===== src/rtl/div_pkg.sv =====
// Shared types and defaults for the signed-divider load/collect sequencer.
package div_pkg;

  localparam int unsigned DIV_DW         = 16;
  localparam int unsigned DIV_CYCLES_DEF = 18;

  typedef enum logic [2:0] {
    S_IDLE,
    S_LD_U,
    S_LD_L,
    S_LD_D,
    S_START,
    S_WAIT,
    S_CAPTURE,
    S_RESP
  } div_seq_state_t;

endpackage


===== src/rtl/div_seq_loader.sv =====
// Sequences one operand pair onto the signeddivider databus, waits out the
// divide latency, captures the result and offers it on a valid/ready port.
module div_seq_loader
  import div_pkg::*;
#(
  parameter int unsigned DW         = DIV_DW,
  parameter int unsigned DIV_CYCLES = DIV_CYCLES_DEF,
  localparam int unsigned CW        = $clog2(DIV_CYCLES + 1)
) (
  input  logic            clk,
  input  logic            rst_n,
  input  logic            op_valid,
  output logic            op_ready,
  input  logic [2*DW-1:0] op_dividend,
  input  logic [DW-1:0]   op_divisor,
  output logic            res_valid,
  input  logic            res_ready,
  output logic [DW-1:0]   res_quo,
  output logic [DW-1:0]   res_rem,
  output logic            res_ovf,
  output logic [DW-1:0]   div_databus,
  output logic            div_ldu,
  output logic            div_ldl,
  output logic            div_ldd,
  output logic            div_st,
  output logic            div_ena,
  input  logic [DW-1:0]   div_quo,
  input  logic [DW-1:0]   div_rem,
  input  logic            div_v,
  output logic            busy
);

  div_seq_state_t  state_q, state_d;
  logic [CW-1:0]   cnt_q, cnt_d;
  logic [2*DW-1:0] dividend_q, dividend_d;
  logic [DW-1:0]   divisor_q, divisor_d;
  logic [DW-1:0]   quo_d, rem_d;
  logic            ovf_d;
  logic            op_ready_d, res_valid_d, busy_d;
  logic [DW-1:0]   databus_d;
  logic            ldu_d, ldl_d, ldd_d, st_d, ena_d;

  // Next state, then Moore outputs decoded from the next state so that the
  // registered outputs always match the registered state.
  always_comb begin
    state_d     = state_q;
    cnt_d       = cnt_q;
    dividend_d  = dividend_q;
    divisor_d   = divisor_q;
    quo_d       = res_quo;
    rem_d       = res_rem;
    ovf_d       = res_ovf;
    op_ready_d  = 1'b0;
    res_valid_d = 1'b0;
    busy_d      = 1'b1;
    databus_d   = '0;
    ldu_d       = 1'b0;
    ldl_d       = 1'b0;
    ldd_d       = 1'b0;
    st_d        = 1'b0;
    ena_d       = 1'b0;

    case (state_q)
      S_IDLE: begin
        if (op_valid && op_ready) begin
          dividend_d = op_dividend;
          divisor_d  = op_divisor;
          if (op_divisor == '0) begin
            // Divide-by-zero never reaches the divider.
            quo_d   = '0;
            rem_d   = '0;
            ovf_d   = 1'b1;
            state_d = S_RESP;
          end else begin
            state_d = S_LD_U;
          end
        end
      end
      S_LD_U:  state_d = S_LD_L;
      S_LD_L:  state_d = S_LD_D;
      S_LD_D:  state_d = S_START;
      S_START: begin
        cnt_d   = CW'(DIV_CYCLES - 1);
        state_d = S_WAIT;
      end
      S_WAIT: begin
        if (cnt_q == '0) state_d = S_CAPTURE;
        else             cnt_d   = cnt_q - CW'(1);
      end
      S_CAPTURE: begin
        quo_d   = div_quo;
        rem_d   = div_rem;
        ovf_d   = div_v;
        state_d = S_RESP;
      end
      S_RESP: begin
        if (res_ready) state_d = S_IDLE;
      end
      default: state_d = S_IDLE;
    endcase

    case (state_d)
      S_IDLE: begin
        op_ready_d = 1'b1;
        busy_d     = 1'b0;
      end
      S_LD_U: begin
        databus_d = dividend_d[2*DW-1:DW];
        ldu_d     = 1'b1;
      end
      S_LD_L: begin
        databus_d = dividend_d[DW-1:0];
        ldl_d     = 1'b1;
      end
      S_LD_D: begin
        databus_d = divisor_d;
        ldd_d     = 1'b1;
      end
      S_START:   st_d        = 1'b1;
      S_CAPTURE: ena_d       = 1'b1;
      S_RESP:    res_valid_d = 1'b1;
      default:   busy_d      = 1'b1;
    endcase
  end

  // State, operand, result and output registers.
  always_ff @(posedge clk or negedge rst_n) begin
    if (!rst_n) begin
      state_q     <= S_IDLE;
      cnt_q       <= '0;
      dividend_q  <= '0;
      divisor_q   <= '0;
      res_quo     <= '0;
      res_rem     <= '0;
      res_ovf     <= 1'b0;
      op_ready    <= 1'b1;
      res_valid   <= 1'b0;
      busy        <= 1'b0;
      div_databus <= '0;
      div_ldu     <= 1'b0;
      div_ldl     <= 1'b0;
      div_ldd     <= 1'b0;
      div_st      <= 1'b0;
      div_ena     <= 1'b0;
    end else begin
      state_q     <= state_d;
      cnt_q       <= cnt_d;
      dividend_q  <= dividend_d;
      divisor_q   <= divisor_d;
      res_quo     <= quo_d;
      res_rem     <= rem_d;
      res_ovf     <= ovf_d;
      op_ready    <= op_ready_d;
      res_valid   <= res_valid_d;
      busy        <= busy_d;
      div_databus <= databus_d;
      div_ldu     <= ldu_d;
      div_ldl     <= ldl_d;
      div_ldd     <= ldd_d;
      div_st      <= st_d;
      div_ena     <= ena_d;
    end
  end

endmodule


===== config.mk =====
export PLATFORM = sky130hd
export DESIGN_NAME = div_seq_loader
export DESIGN_NICKNAME = d
export VERILOG_FILES = /design/src/rtl/div_pkg.sv /design/src/rtl/div_seq_loader.sv
export SDC_FILE = /design/constraint.sdc
export NUM_CORES = 1
export LEC_CHECK = 0
export CORE_ASPECT_RATIO = 1.5
export CORE_MARGIN = 2
export CORE_UTILIZATION = 30
export DETAILED_ROUTE_END_ITERATION = 8
export GPL_TIMING_DRIVEN = 0
export HOLD_SLACK_MARGIN = 0.08
export PLACE_DENSITY_LB_ADDON = 0.2
export SLEW_MARGIN = 20
export SYNTH_ARGS = -nofsm -noshare
export SYNTH_HDL_FRONTEND = slang
export SYNTH_SLANG_ARGS = --single-unit

===== constraint.sdc =====
create_clock -name clk -period 5.45 [get_ports clk]
set_input_delay 1.09 -clock clk [delete_from_list [all_inputs] [get_ports clk]]
set_output_delay 1.09 -clock clk [all_outputs]
set_load 0.01 [all_outputs]

-- Word-level counts from Yosys, hierarchy flattened
Cells that the tools add are included.
- register bits: 113
- input port bits: 85
- output and inout port bits: 57
- logic and storage cells: 69
- add/sub/neg operators: 1
- equality and inequality tests: 16
- multiplexer cells: 27
- reductions and logical operators: 9
- operators with widths (operator ; count):
    $mux W16 ; 4
    $mux W32 ; 2
    $pmux W16 S2 ; 2
    $pmux W16 S3 ; 1
    $pmux W3 S8 ; 1
    $eq A3 B3 Y1 const B ; 7
    $logic_not A16 Y1 ; 1
    $eq A3 B2 Y1 const B ; 4
    $mux W3 ; 4
    $mux W1 ; 10
    $pmux W5 S2 ; 1
    $eq A3 B1 Y1 const B ; 2
    $logic_not A3 Y1 ; 2
    $ne A2 B2 Y1 const B ; 3
    $logic_not A5 Y1 ; 1
    $mux W5 ; 1
    $sub A5 B1 Y5 const B ; 1
    $reduce_bool A2 Y1 ; 2
    $reduce_and A3 Y1 ; 1
    $pmux W1 S2 ; 1
    $reduce_and A2 Y1 ; 1
    $logic_and A1 B1 Y1 ; 1

-- Depth between registers and ports, before layout
Gate-level depths: netlist (run 1).
- depth in word-level cells: 6
- mapped depth: 8
- gate-level depth less buffers: 6

-- Least setup slack after synthesis (run 1)
No wires, ideal clock.
- path type: input port to flip-flop
- start point: input op_divisor[3]
- end point: register res_valid
- setup time: 0.094 ns
- arrival time: 2.192 ns
- data required time: 5.356 ns
- setup slack: 3.165 ns
- stages on the path: 4
- path buffers: 0
- path through: nor4_1 > nand4_1 > or2_4 > a221oi_2
- cells in the longest elaborated chain, start to end: 6
- ends and longest elaborated chain (what ; line ; source):
    start: declaration ; div_seq_loader.sv:15 ; input logic [DW-1:0] op_divisor,
    $logic_not A16 Y1 ; div_seq_loader.sv:68 ; if (op_divisor == '0) begin
    $mux W3 ; div_seq_loader.sv:68 ;
    $mux W3 ; div_seq_loader.sv:65 ; if (op_valid && op_ready) begin
    $pmux W3 S8 ; div_seq_loader.sv:63 ; case (state_q)
    $eq A3 B3 Y1 ; div_seq_loader.sv:102 ; case (state_d)
    $mux W1 ; div_seq_loader.sv:102 ;
    via res_valid_d ; div_seq_loader.sv:39 ; logic op_ready_d, res_valid_d, busy_d;
    end signal: assignment ; div_seq_loader.sv:154 ; res_valid <= res_valid_d;
    end: declaration ; div_seq_loader.sv:16 ; output logic res_valid,
The timed path passes the listed nets, and every way through them passes these cells.
A chain may end at the register's enable or synchronous reset.

-- Worst setup path after layout (run 1)
- start point: input op_divisor[9]
- end point: register div_databus[4]
- cells in the longest elaborated chain, start to end: 6
- elaborated cells on any way between the ends: 8
- those cells by class: eq/ne (3); mux (4); reduce/logical (1)
- ends and longest elaborated chain (what ; line ; source):
    $logic_not A16 Y1 * ; div_seq_loader.sv:68 ;
    $mux W3 * ; div_seq_loader.sv:68 ;
    $mux W3 * ; div_seq_loader.sv:65 ;
    $pmux W3 S8 * ; div_seq_loader.sv:63 ;
    $eq A3 B2 Y1 / $eq A3 B1 Y1 (equally long branches) ; div_seq_loader.sv:102 ;
    $pmux W16 S3 * ; div_seq_loader.sv:102 ;
    via databus_d[4] ; div_seq_loader.sv:40 ; logic [DW-1:0] databus_d;
    end signal: assignment ; div_seq_loader.sv:156 ; div_databus <= databus_d;
    end: declaration ; div_seq_loader.sv:21 ; output logic [DW-1:0] div_databus,
The timed path passes the listed nets; every way through them passes the cells marked *.

==> results.toml, run 1 <==
[sta]
max_slew_margin_pct = 51.4
clock.fmax_ghz = 0.343
period_share_pct = 53.5
setup_violations = 0
final_hold_viol_count = 0
rsz0062_at_grt = "no"
whs_ps = 478
drv_slew = 0
setup_ws_ps = 2530
finClkSkew_ps = 10.6
period_minus_slack_ps = 2920
worst_pin_slew_ps = 719

[placement]
hpwl_mm = 8.67
gp_congestion = 0.813
numPortBuffers = 141
pre_cts_slack_ps = 2120

[clocking]
cts-root-buf = "clkbuf_16"
ctsHoldBuffers = 0
clock_latency_ps = 340
clock-sinks = 97
h-tree-depth = 3
cts_setup_buffers = 0
clockBufferDepth = 2
path_clk_slew_ps = 70
ctsResizeCount = 0
cts_tree = "yes"
numCtsBuffers = 9

[logic_synthesis]
muxShareOfSynthArea_pct = 0
synth_fa_ha_area_share_pct = 0.618
ys_seq_area_share_pct = 60.0
synthSimpleGateAreaFrac_pct = 22.3
synthDistinctLibCells = 34
synth_top_family_by_area = "simple AND/OR/NAND/NOR gates"
yosysTopAreaCell = "dfrtp_1"
synth_most_common_cell = "nand2_1"
synthTopCellsByArea = "dfrtp_1, nand2_1, o21ai_0, a22oi_1, buf_2"
ys_seq_elements = 97
avgSynthCellArea_um2 = 9.20
synth.cell_area_um2 = 4050
synthTopCellsByCount = "nand2_1, dfrtp_1, o21ai_0"
synth_async_sr_flop_share_pct = 100
synth_flop_cell = "dfrtp_1"
synth_fp_nets = 527
synth_xor_area_share_pct = 0
synth_edf_count = 0
syn_inst = 440
synth.top_cell.area_share_pct = 59.3
synth-compound-area-share_pct = 12.8
ys_warn_count = 0

[global_route]
use_met2_pct = 29.0
grt_max_degree = 70
gr-max-usage-layer = "met2"
grt.met3_usage_pct = 2.92
grt.overflow.total = 0
antenna_found_initial = 0
grt_pass1_vias = 3646
use_met1_pct = 18.9
grt_pass1_wl_mm = 18.5
grt_usage_pct = 16.0

[drt]
wirelength_mm = 11.5
drc = 0
vias = 3594
wl_per_cell_um = 15.1
drt-initial-drc-count = 128
drt_pass1_iterations = 5
vias_per_cell = 4.73
ant_nets = 0

[setup_path]
crit_arrival_ps = 3120
path_cells = "clkdlybuf4s50_1 > nor4_1 > nand4_1 > nor2_4 > buf_2 > o22ai_1"
cp_slowest_cell = "nand4_1"
crit_type = "primary input to flip-flop"
worstPathMaxFanout = 10
critPathLaunchType = "primary input"
cp-end-kind = "flip-flop"
required_ps = 5650
slowest_delay_ps = 490

[die]
start_util_pct = 30.4
core_area_um2 = 13300
die_width_um = 98.9
die_area_um2 = 14500
io_pins = 142
rows = 52
die_h_um = 146

[final_layout]
area_delta_synth_final_pct = 48.1
num_antenna_cells = 0
seq_area_um2 = 2430
nFillCells = 1335
drive_gt1_share_pct = 7.19
layout.nets = 680
multi_input_comb_area_um2 = 1450

[power]
p_leak_nw = 2.70
power.density_nw_per_um2 = 479
ir_drop_mv = 0.190
fin_total_pwr_mw = 2.87

[job]
cap_violations = 0

[status]
outcome = "complete, no violations"

[worst_hold_path]
hp-class = "flip-flop to flip-flop"
[metal layers]
| layer | share of wire, % | routed length, µm | vias to the layer above |
|---|---|---|---|
| met5 | 0 | 0 | - |
| met2 | 53 | 6070 | 126 |
| met4 | 0.79 | 91 | 0 |
| met3 | 5.8 | 664 | 7 |
| met1 | 40 | 4640 | 1703 |
| li1 | - | - | 1758 |
[critical path: cells and delay by family]
| kind | cells | cell delay [ps] |
|---|---|---|
| AO/OA/AOI/OAI | 1 | 110 |
| buffers and inverters | 2 | 730 |
| AND/OR/NAND/NOR | 3 | 1180 |
[stage by stage]
step                TNS [ps]  utilization, %  area, µm²  cells
floorplan                  0               -       4050    440
global placement      -38330            42.5       5660    743
detailed placement         0            42.7       5690    744
CTS                        0            45.0       6000    760
global route               0            45.0       6000    760
finish                     0            45.0       6000    760
[power breakdown]
part	internal, mW	switching, mW	total [mW]
clock	0.364	0.288	0.651
combinational	0.530	0.546	1.08
sequential	0.994	0.150	1.14
total	1.89	0.984	2.87
[final timing paths]
kind / start / to / slack (ps) / cells after the start
setup / recovery: op_divisor[9] / div_databus[4]$_DFF_PN0_ / 2530 / 6
hold / removal: dividend_q[10]$_DFF_PN0_ / dividend_q[10]$_DFF_PN0_ / 480 / 2
setup reg to reg: cnt_q[1]$_DFFE_PN0P_ / res_valid$_DFF_PN0_ / 3410 / 6
hold reg to reg: dividend_q[10]$_DFF_PN0_ / dividend_q[10]$_DFF_PN0_ / 480 / 2
max in group asynchronous: rst_n / dividend_q[15]$_DFF_PN0_ / 4220 / 2
min in group asynchronous: rst_n / div_ena$_DFF_PN0_ / 620 / 1
[cells in the final DEF, fill, tap and decap left out, types with 6 or more instances in the layout]
cell type and n:
buf_2 17, clkdlybuf4s50_1 140, a22oi_1 17, nor2_1 6, o21ai_0 48, nand2_1 172
dfrtp_1 96, nand3_1 15, clkbuf_1 11, clkbuf_16 9, a21oi_1 8
[final cells by class]
| type | count | share of cell area [%] |
|---|---|---|
| Clock buffer | 10 | 3.82 |
| Tap cell | 162 | 3.38 |
| Inverter | 5 | 0.313 |
| Timing Repair Buffer | 142 | 24.0 |
| Sequential cell | 97 | 40.5 |
| Clock inverter | 6 | 1.25 |
| Buffer | 33 | 2.59 |
| Multi-Input combinational cell | 305 | 24.1 |
[flip-flops by register name, indices dropped and copies added, names as in the netlist, 3 cells and up]
register / count
res_rem: 16
div_databus: 16
dividend_q: 16
divisor_q: 16
res_quo: 16
cnt_q: 5
state_q: 3
[logic make-up (layout without fill, tap and decap cells)]
kind of cell / count (synthesis) / after routing
buffers and inverters: 38 / 196
adders and majority gates: 2 / 2
DFF: 97 / 97
and+or+nand+nor: 216 / 216
AOI/OAI and AO/OA: 87 / 87
Note: power is estimated with default switching activity, not from simulation.
==> run 2, diff against run 1 <==
==> constraint.sdc (replaced) <==
create_clock -name clk -period 2.6 [get_ports clk]
set_input_delay 0.52 -clock clk [delete_from_list [all_inputs] [get_ports clk]]
set_output_delay 0.52 -clock clk [all_outputs]
set_load 0.01 [all_outputs]
==> run 2 against run 1 <==
Final cell count rose by 0.39%. Clock power increased by 110%. Highest routed layer unchanged. Design area grew 0.42%. Clock skew decreased by 0.87 ps. Count of clock-buffer cells in the layout is the same. Combinational power increased by 110%. Wire length is 0.23% higher. Hold slack got worse by 0.77 ps. Critical path depth did not move. Critical path type is now flip-flop to flip-flop. Via count grew 0.36%. Largest cell class unchanged. Utilization up 0.19 points. Sequential power increased by 110%.
==> results.toml, run 2 (same netlist as run 1, synthesis figures left out) <==
[clocking]
cts_tree = "yes"
numCtsBuffers = 9
clock-sinks = 97
clock_latency_ps = 340
cts-root-buf = "clkbuf_16"
path_clk_slew_ps = 70
h-tree-depth = 3
clockBufferDepth = 2

[final_layout]
multi_input_comb_area_um2 = 1450
area_delta_synth_final_pct = 48.7
final_common_cell = "nand2_1"
final_cell_mix = "nand2_1, clkdlybuf4s50_1, dfrtp_1"
num_antenna_cells = 0
drive_gt1_share_pct = 7.49
nFillCells = 1334
seq_area_um2 = 2430
fin_area_um2 = 6020
layout.nets = 683
utilization_pct = 45.2

[sta]
clock.fmax_ghz = 0.490
final_hold_viol_count = 0
finClkSkew_ps = 9.71
max_slew_margin_pct = 51.4
rsz0062_at_grt = "no"
period_share_pct = 78.4
period_minus_slack_ps = 2040
setup_violations = 0
drv_slew = 0
worst_pin_slew_ps = 718

[drt]
ant_nets = 0
wirelength_mm = 11.5
drt_pass1_iterations = 6
vias_per_cell = 4.73
wl_per_cell_um = 15.1
drt-initial-drc-count = 120
vias = 3607
drc = 0

[power]
p_leak_nw = 2.72
power.density_nw_per_um2 = 1000
ir_drop_mv = 0.399

[setup_path]
crit_arrival_ps = 2270
r2r_start = "cnt_q[1]$_DFFE_PN0P_"
reg2reg_to = "res_valid$_DFF_PN0_"
required_ps = 2840
worstPathMaxFanout = 4
cp-end-kind = "flip-flop"
crit_type = "flip-flop to flip-flop"
critPathLaunchType = "flip-flop"
reg2reg_slack_ps = 560
r2r_cells = 6

[die]
rows = 52
die_h_um = 146
die_width_um = 98.9
io_pins = 142
die_area_um2 = 14500
start_util_pct = 30.4
core_area_um2 = 13300

[global_route]
grt_pass1_vias = 3654
grt.overflow.total = 0
grt_pass1_wl_mm = 18.5
antenna_found_initial = 0
grt_usage_pct = 16.0
grt_max_degree = 70

[worst_hold_path]
hp-class = "flip-flop to flip-flop"
min_to = "dividend_q[10]$_DFF_PN0_"
holdPathStages = 2
min_from = "dividend_q[10]$_DFF_PN0_"

[status]
outcome = "complete, no violations"

[placement]
numPortBuffers = 141
gp_congestion = 0.813
hpwl_mm = 8.67
placed_area_um2 = 5690

[job]
cap_violations = 0
## run 2: cell count changes in the layout (fill, tap and decap cells not counted)
cell / previous run / this run
buf_4: 0 / 2
dlygate4sd3_1: 0 / 1
## run 2: metrics by stage
stage / power (mW) / setup WS [ps] / TNS (ps) / hold WS, ps / std cells
finish: 6.02 / 561 / 0 / 477 / 763
detailed placement: 4.72 / -163 / -4450 / 413 / 744
floorplan: 3.53 / 847 / 0 / 224 / 440
global route: 6.45 / 358 / 0 / 501 / 763
CTS: 6.10 / 197 / 0 / 483 / 761
global placement: 4.63 / -2690 / -262960 / 459 / 743
## run 2: critical path, stage by stage (launching register included)
cell and delay (ps):
dfrtp_1 390, inv_1 120, ha_1 220, nor4b_1 610
a22o_1 250, nand2_1 70, a221oi_2 280
## run 2: timing repair
action,4_1_cts,5_1_grt
gates resized for setup,0,0
endpoints found under the setup margin,0,17
endpoints found under the hold margin,27,0
setup buffers,0,2
hold buffers,1,0
## run 2: report_power, final
| part | total (mW) | switching [mW] | internal, mW |
|---|---|---|---|
| Sequential | 2.40 | 0.313 | 2.08 |
| Clock | 1.37 | 0.605 | 0.762 |
| Combinational | 2.26 | 1.15 | 1.11 |
## run 2: cell type report
class,count,area share (%)
flip-flops and latches,97,40.3
repair buffers,145,24.3
multi-input cells,305,24.0
clock buffers,10,3.80
well taps,162,3.37
plain buffers,33,2.58
clock inverters,6,1.25
inverters,5,0.312
## run 2: layer usage
layer,GRT usage (%),up-vias,part of all wire (%)
li1,-,1764,-
met1,19.0,1707,40
met2,29.0,129,53
met3,2.87,7,5.9
met4,4.79,0,0.79
met5,0,-,0
## run 2: how the worst max path moves through the flow
stage / start / to / slack (ps)
2_1_floorplan: cnt_q[0]$_DFFE_PN0P_ / cnt_q[3]$_DFFE_PN0P_ / 850
3_3_place_gp: rst_n / dividend_q[12]$_DFF_PN0_ / -2690
4_1_cts: op_divisor[11] / res_quo[6]$_DFFE_PN0P_ / 200
5_1_grt: cnt_q[0]$_DFFE_PN0P_ / res_valid$_DFF_PN0_ / 360
3_5_place_dp: op_divisor[11] / res_quo[6]$_DFFE_PN0P_ / -160
6_report: cnt_q[1]$_DFFE_PN0P_ / res_valid$_DFF_PN0_ / 560
